===== config.mk =====
export PLATFORM = sky130hd
export DESIGN_NAME = wide_add_seq
export DESIGN_NICKNAME = d
export VERILOG_FILES = /design/src/rtl/wide_add_seq.sv
export SDC_FILE = /design/constraint.sdc
export NUM_CORES = 1
export LEC_CHECK = 0
export CORE_ASPECT_RATIO = 0.5
export CORE_MARGIN = 3
export CORE_UTILIZATION = 51
export CTS_CLUSTER_DIAMETER = 200
export DETAILED_ROUTE_END_ITERATION = 8
export GPL_ROUTABILITY_DRIVEN = 0
export PLACE_DENSITY_LB_ADDON = 0.05
export SYNTH_ARGS = -nofsm -noshare
export SYNTH_HDL_FRONTEND = slang
export SYNTH_SLANG_ARGS = --single-unit

===== constraint.sdc =====
create_clock -name clk -period 5.7 [get_ports clk]
set_input_delay 1.14 -clock clk [delete_from_list [all_inputs] [get_ports clk]]
set_output_delay 1.14 -clock clk [all_outputs]
set_load 0.02 [all_outputs]

===== src/rtl/wide_add_seq.sv =====
// wide_add_seq: multi-word add/subtract that reuses one 16-bit carry-lookahead adder,
// one slice per cycle, with the inter-slice carry held in a flop.
module sixteenBitCLA (
    input  logic [15:0] A,
    input  logic [15:0] B,
    input  logic        C0,
    output logic [15:0] Out,
    output logic        P,
    output logic        G,
    output logic        C12,
    output logic        C16
);
    logic [15:0] w_p, w_g, w_c;
    logic [3:0]  w_gp, w_gg;
    logic [4:0]  w_gc;
    assign w_p = A ^ B;
    assign w_g = A & B;
    genvar k;
    generate
        for (k = 0; k < 4; k++) begin : grp
            assign w_gp[k] = &w_p[4*k +: 4];
            assign w_gg[k] = w_g[4*k+3] | (w_p[4*k+3] & w_g[4*k+2])
                           | ((&w_p[4*k+2 +: 2]) & w_g[4*k+1])
                           | ((&w_p[4*k+1 +: 3]) & w_g[4*k]);
            assign w_c[4*k]   = w_gc[k];
            assign w_c[4*k+1] = w_g[4*k] | (w_p[4*k] & w_gc[k]);
            assign w_c[4*k+2] = w_g[4*k+1] | (w_p[4*k+1] & w_g[4*k])
                              | ((&w_p[4*k +: 2]) & w_gc[k]);
            assign w_c[4*k+3] = w_g[4*k+2] | (w_p[4*k+2] & w_g[4*k+1])
                              | ((&w_p[4*k+1 +: 2]) & w_g[4*k])
                              | ((&w_p[4*k +: 3]) & w_gc[k]);
        end
    endgenerate
    // Second lookahead level across the four 4-bit groups
    assign w_gc[0] = C0;
    assign w_gc[1] = w_gg[0] | (w_gp[0] & C0);
    assign w_gc[2] = w_gg[1] | (w_gp[1] & w_gg[0]) | ((&w_gp[1:0]) & C0);
    assign w_gc[3] = w_gg[2] | (w_gp[2] & w_gg[1]) | ((&w_gp[2:1]) & w_gg[0])
                   | ((&w_gp[2:0]) & C0);
    assign G = w_gg[3] | (w_gp[3] & w_gg[2]) | ((&w_gp[3:2]) & w_gg[1])
             | ((&w_gp[3:1]) & w_gg[0]);
    assign P   = &w_gp;
    assign w_gc[4] = G | (P & C0);
    assign C12 = w_gc[3];
    assign C16 = w_gc[4];
    assign Out = w_p ^ w_c;
endmodule

module wide_add_seq #(
    parameter int WORDS = 2
) (
    input  logic                 clk,
    input  logic                 rst,
    input  logic                 start,
    input  logic                 sub,
    input  logic                 cin,
    input  logic [16*WORDS-1:0]  A,
    input  logic [16*WORDS-1:0]  B,
    input  logic                 ack,
    output logic                 busy,
    output logic                 done,
    output logic [16*WORDS-1:0]  sum,
    output logic                 cout,
    output logic                 ovf,
    output logic                 zero
);
    localparam int W  = 16 * WORDS;
    localparam int IW = (WORDS > 1) ? $clog2(WORDS) : 1;
    typedef enum logic [1:0] {IDLE, RUN, DONE} state_t;
    state_t        r_state, w_next;
    logic [IW-1:0] r_idx;
    logic [W-1:0]  r_a, r_b, w_sum;
    logic          r_sub, r_carry;
    logic [15:0]   w_out;
    logic          w_c16, w_accept, w_last;
    logic          w_unused_p, w_unused_g, w_unused_c12;
    assign w_accept = start & ((r_state == IDLE) | ((r_state == DONE) & ack));
    assign w_last   = (r_state == RUN) & (r_idx == IW'(WORDS - 1));
    assign busy     = (r_state != IDLE);
    assign done     = (r_state == DONE);
    // Subtraction inverts B per slice; the +1 enters through the initial carry
    sixteenBitCLA u_cla (
        .A   (r_a[16*r_idx +: 16]),
        .B   (r_b[16*r_idx +: 16] ^ {16{r_sub}}),
        .C0  (r_carry),
        .Out (w_out),
        .P   (w_unused_p),
        .G   (w_unused_g),
        .C12 (w_unused_c12),
        .C16 (w_c16)
    );
    always_comb begin
        w_next = w_accept ? RUN : w_last ? DONE : ((r_state == DONE) & ack) ? IDLE : r_state;
        w_sum = sum;
        w_sum[16*r_idx +: 16] = w_out;
    end
    always_ff @(posedge clk) begin
        if (rst) begin
            r_state <= IDLE;
            r_idx   <= '0;
            r_carry <= 1'b0;
            r_sub   <= 1'b0;
            r_a     <= '0;
            r_b     <= '0;
            sum     <= '0;
            cout    <= 1'b0;
            ovf     <= 1'b0;
            zero    <= 1'b0;
        end else begin
            r_state <= w_next;
            if (w_accept) begin
                r_a     <= A;
                r_b     <= B;
                r_sub   <= sub;
                r_carry <= cin ^ sub;
                r_idx   <= '0;
            end else if (r_state == RUN) begin
                sum     <= w_sum;
                r_carry <= w_c16;
                r_idx   <= w_last ? r_idx : r_idx + 1'b1;
                if (w_last) begin
                    cout <= w_c16;
                    ovf  <= (r_a[W-1] == (r_b[W-1] ^ r_sub)) & (w_out[15] != r_a[W-1]);
                    zero <= (w_sum == '0);
                end
            end
        end
    end
endmodule


# [Word level (Yosys, flattened, before mapping)]
# Index checks and enable logic that the tools add are counted.
[word_totals] word_cells=172 ff_bits=104 output_inout_bits=37
[classes] bitwise=105 addsub=2 eq_ne=4 shift=4 n_reduce_logical=40 n_mux=6
[ops] operator="$shiftx A32 B6 Y16" n=2
[ops] operator="$and A1 B1 Y1" n=50
[ops] operator="$xor A16 B16 Y16" n=3
[ops] operator="$or A1 B1 Y1" n=47
[ops] operator="$neg A5 Y34" n=1
[ops] operator="$shift A16 B34 Y32 const A" n=1
[ops] operator="$shiftx A16 B34 Y32" n=1
[ops] operator="$bwmux W32" n=1
[ops] operator="$logic_not A32 Y1" n=1
[ops] operator="$reduce_and A2 Y1" n=14
[ops] operator="$reduce_and A3 Y1" n=9
[ops] operator="$reduce_and A12 Y1" n=2
[ops] operator="$reduce_and A8 Y1" n=3
[ops] operator="$and A16 B16 Y16" n=1
[ops] operator="$reduce_and A16 Y1" n=1
[ops] operator="$reduce_and A4 Y1" n=4
[ops] operator="$reduce_bool A2 Y1" n=3
[ops] operator="$mux W2" n=2
[ops] operator="$mux W1" n=3
[ops] operator="$reduce_bool A3 Y1" n=1
[ops] operator="$eq A2 B1 Y1 const B" n=1
[ops] operator="$eq A2 B2 Y1 const B" n=1
[ops] operator="$logic_not A2 Y1" n=1
[ops] operator="$not A1 Y1" n=2
[ops] operator="other kinds (5)" n=6

# [Logic depth before layout (Yosys ltp)]
[logic_depth] word_depth=17 ltp_mapped=19 depth_no_buf=16

# [By module]
# A second synthesis with hierarchy kept.
[hier_totals] hier_cells=626 hier_area_um2=5062.4
[by_module_without_submodules] module="wide_add_seq" area_each_um2=4310.4 cells_per_inst=534 instances=1
[by_module_without_submodules] module="sixteenBitCLA" area_each_um2=752.0 cells_per_inst=92 instances=1

# [Least setup slack after synthesis]
# OpenSTA, ideal clock, no wires.
[synth_timing] kind="flip-flop to flip-flop" start="reg r_idx" end="reg zero" arrival_ps=4490 period_less_slack_ps=4575 n_path_buf=3 path_stages_with_launch=18 required_time_ps=5616 path_slack_ps=1125 cell_sequence="dfxtp_1 buf_6 clkbuf_1 mux2i_1 xnor2_1 ha_1 clkbuf_2 and4_1 a221o_1 a311oi_2 fa_1 xnor2_1 or2_2 nor4_1 a21oi_1 or4_1 or3_1 o31ai_2"
[synth_via] elab_chain_len=17 elab_cells_between_ends=115
[synth_lines] item="start, declared" line="71" text="logic [IW-1:0] r_idx;"
[synth_lines] item="start signal, assigned" line="120" text="r_idx <= w_last ? r_idx : r_idx + 1'b1;"
[synth_lines] item="$shiftx A32 B6 Y16" line="84" text=".B (r_b[16*r_idx +: 16] ^ {16{r_sub}}),"
[synth_lines] item="$xor A16 B16 Y16" line="84"
[synth_lines] item="$xor A16 B16 Y16 or $and A16 B16 Y16 (tied branches)" line="16, 17"
[synth_lines] item="$and A1 B1 Y1 or $reduce_and A2 Y1 (tied branches)" line="22, 23"
[synth_lines] item="$or A1 B1 Y1 or $and A1 B1 Y1 (tied branches)" line="22, 23"
[synth_lines] item="$or A1 B1 Y1" line="23" text="| ((&w_p[4*k+2 +: 2]) & w_g[4*k+1])"
[synth_lines] item="$or A1 B1 Y1" line="24" text="| ((&w_p[4*k+1 +: 3]) & w_g[4*k]);"
[synth_lines] item="$and A1 B1 Y1" line="38" text="assign w_gc[3] = w_gg[2] | (w_gp[2] & w_gg[1]) | ((&w_gp[2:1]) & w_gg[0])"
[synth_lines] item="$or A1 B1 Y1 (2 in series)" line="38"
[synth_lines] item="$or A1 B1 Y1" line="39" text="| ((&w_gp[2:0]) & C0);"
[synth_lines] item="$and A1 B1 Y1, on equally long branches" line="26, 28, 31"
[synth_lines] item="$or A1 B1 Y1, on equally long branches" line="26, 28, 31"
[synth_lines] item="$xor A16 B16 Y16" line="46" text="assign Out = w_p ^ w_c;"
[synth_lines] item="$shiftx A16 B34 Y32" line="95" text="w_sum[16*r_idx +: 16] = w_out;"
[synth_lines] item="$bwmux W32" line="95"
[synth_lines] item="$logic_not A32 Y1" line="124" text="zero <= (w_sum == '0);"
[synth_lines] item="end signal, assigned" line="124"
[synth_lines] item="end, declared" line="65" text="output logic zero"
# Parallel ways exist; a longest one is shown, timed or not.
# A chain may end at the register's enable or synchronous reset.

# [Worst setup path after layout]
# Ends and elaborated chain as after synthesis.

==> results_dict.tcl <==
set metrics [dict create \
    outcome "finished, final reports clean" \
    fin_crit_ns 4.762 \
    grt_pass1_wl_mm 20.64 \
    post_cts_resized 0 \
    dr_total_vias 4501 \
    worstPathArrival_ns 5.03 \
    netlist_top_cells_count "181 x nand2_1, 104 x dfxtp_1, 103 x a21oi_1" \
    internal-power_mw 1.249 \
    p_per_area_nw_per_um2 282.7 \
    async_flop_share_pct 0 \
    cp_slowest_cell "dfxtp_2" \
    cts_buffers 9 \
    cp-end-kind "flop" \
    worstReg2RegEnd "zero" \
    power_switching_uw 543.2 \
    highest_layer "met4" \
    syn_avg_cell_area_um2 8.111 \
    hold_depth 2 \
    crit_type "reg2reg" \
    synth_largest_area_cell "dfxtp_1" \
    ctsHtreeMaxLevel 3 \
    wl_met3_mm 1.092 \
    cp_max_fo 22 \
    reg2reg_depth 16 \
    max_cap_viol_count 0 \
    antenna_found_initial 0 \
    worstHoldStart "r_b[7]" \
    total_power_mw 1.792 \
    synth_top_area_share_pct 41.54 \
    postCtsHoldBufs 0 \
    syn_nets 708 \
    synth_cell_types 51 \
    route.detailed.drc 0 \
    rows 24 \
    power_frac_seq_pct 45.1 \
    dr.pass1.iters 5 \
    regArea_um2 2083 \
    routed_wl_mm 12.85 \
    synth_edf_count 0 \
    nets 788 \
    timing.fmax_mhz 210.0 \
    nFillCells 787 \
    cpPeakStageDelay_ns 0.72 \
    clockBufferDepth 2 \
    fin_tns_setup_ns 0 \
    cp-start-kind "flop" \
    critPathBufInv 0 \
    rsz0062_at_grt "false" \
    grt_pass1_vias 4100 \
    io_pins 107 \
    leakagePower_nw 2.323 \
    wl_per_cell_um 15.42 \
    antenna_left 0 \
    slew_headroom_pct 21.87 \
    root_buffer "clkbuf_16" \
    cts_setup_buffers 0 \
    hpwl_mm 9.554 \
    fin_skew_ns 0.005181 \
    pwr-share-clk_pct 32.1 \
    clk_pin_slew_worst_paths_ns 0.07 \
    finalInstanceArea_um2 6337 \
    multi_input_area_um2 2688 \
    r2r_slack_ns 0.94 \
    cp.required_ns 5.97 \
    drive_gt1_share_pct 6.401 \
    routed-wl-met2_mm 5.413 \
    initial_core_util_pct 54.91 \
    synth_warnings 0 \
    synth.cell_area_um2 5012 \
    clk_latency_ns 0.35 \
    wl_met1_mm 6.162 \
    ys.flop_type "dfxtp_1" \
    die_h_um 76.10 \
    pwr-share-comb_pct 22.7 \
    grtUsageTotal_pct 22.75 \
    worst_pin_slew_ns 1.172 \
    netlist_top_cells_area "dfxtp_1 42%, nand2_1 14%, a21oi_1 10%" \
    coreArea_um2 9129 \
    fin_crit_sh_pct 83.54 \
    n_antenna_cell 0 \
    critPathTopFamily "simple AND/OR/NAND/NOR gates" \
    placed_cell_area_um2 6065 \
    hold_path_class "reg2reg" \
    die_w_um 146.2 \
    crit_chain "mux2i_1 -> xnor2_1 -> ha_1 -> a211oi_1 -> nor2_1 -> o21ai_0 -> nand2b_1 -> fa_1 -> xnor2_1 -> and4b_1 -> nand4_1 -> o41ai_1 -> nand4_1 -> or4_1 -> or3_1 -> o31ai_2" \
    r2r_start "r_idx" \
    die-area_um2 11130 \
    switching_share_pct 30.31 \
    worst_hold_path.endpoint "r_b[7]" \
    drtIter0Drc 412 \
    cts_tree "yes" \
    grt_overflow 0 \
    finalHoldViolations 0 \
    setup_viol 0 \
    whs_ns 0.4545 \
    cts_sinks 104 \
    yosysMostFrequentCell "nand2_1" \
    yosysSeqAreaShare_pct 41.54 \
    synth_seq_cells 104 \
    synthCells 618 \
    slew_viol_final 0 \
    io_buffers 106 \
    peakVddDrop_mv 0.1519 \
    syn_to_final_growth_pct 26.44 \
    viasPerCell 5.403 \
    grt_max_degree 105 \
]
metrics by stage:
step / std cells / util [%] / setup slack (ns)
6_report: 833 / 69.42 / 0.9380
4_1_cts: 833 / 69.42 / 1.028
3_5_place_dp: 817 / 66.43 / 1.051
3_3_place_gp: 817 / 66.43 / 1.251
2_1_floorplan: 618 / - / 1.125
5_1_grt: 833 / 69.42 / 0.6304
cell type report:
class,count,area share [%]
flip-flops and latches,104,32.87
inverters,12,0.7108
multi-input cells,461,42.41
clock buffers,10,3.613
repair buffers,110,17.14
well taps,130,2.567
clock inverters,6,0.6910
cell usage in the layout (no fill, tap or decap), types with 3 or more instances in the layout:
master	netlist	layout
a211oi_1	11	11
a21oi_1	103	103
buf_4	1	4
clkbuf_16	0	9
clkdlybuf4s50_1	0	105
dfxtp_1	104	103
fa_1	4	4
ha_1	16	16
inv_1	12	12
mux2_2	13	13
mux2i_1	19	19
nand2_1	181	181
nand3b_1	3	3
nand4_1	3	3
nor2_1	25	25
nor3_1	3	3
nor4_1	6	6
o21ai_0	8	8
or2_2	3	3
xnor2_1	23	23
xor2_1	6	6
power by group through the flow:
stage | registers, mW | logic, mW | clock network (mW)
2_1_floorplan | 0.824 | 0.247 | 0
3_3_place_gp | 0.825 | 0.392 | 0
3_5_place_dp | 0.825 | 0.400 | 0
4_1_cts | 0.808 | 0.402 | 0.582
5_1_grt | 0.814 | 0.444 | 0.611
6_report | 0.809 | 0.407 | 0.576
metal layers:
metal	vias to the layer above	global-route usage, %
li1	2247	-
met1	2059	32.60
met3	18	6.417
met2	177	33.66
met5	-	0
met4	0	6.098
worst max path at each step:
stage / start / endpoint / slack, ns / depth (start not counted)
final: r_idx / zero / 0.94 / 16
after global routing: r_idx / zero / 0.63 / 16
after CTS: r_idx / zero / 1.03 / 16
after detailed placement: r_idx / zero / 1.05 / 16
after global placement: r_idx / zero / 1.25 / 13
after floorplan: r_idx / zero / 1.13 / 17
worst min-delay path: stages (launching register included):
cell and delay, ns:
dfxtp_1 0.31, nand2_1 0.05, a21oi_1 0.05
registers in the layout, summed over array words and instances, names as in the netlist:
signal   cells
r_carry      1
r_a         32
cout         1
r_sub        1
r_state      2
r_idx        1
zero         1
sum         32
r_b         32
ovf          1
cell families (layout without fill, tap and decap cells):
| group | count (synthesis) | count (layout) | share of synthesized area, % |
|---|---|---|---|
| AND/OR/NAND/NOR | 242 | 242 | 20.27 |
| AO/OA/AOI/OAI | 138 | 138 | 15.98 |
| flip-flops | 104 | 104 | 41.54 |
| buffers and inverters | 53 | 138 | 4.843 |
| multiplexers | 32 | 32 | 6.715 |
| XOR/XNOR | 29 | 29 | 5.067 |
| adder cells (fa/ha/maj) | 20 | 20 | 5.592 |
(Power assumes the default switching activity.)
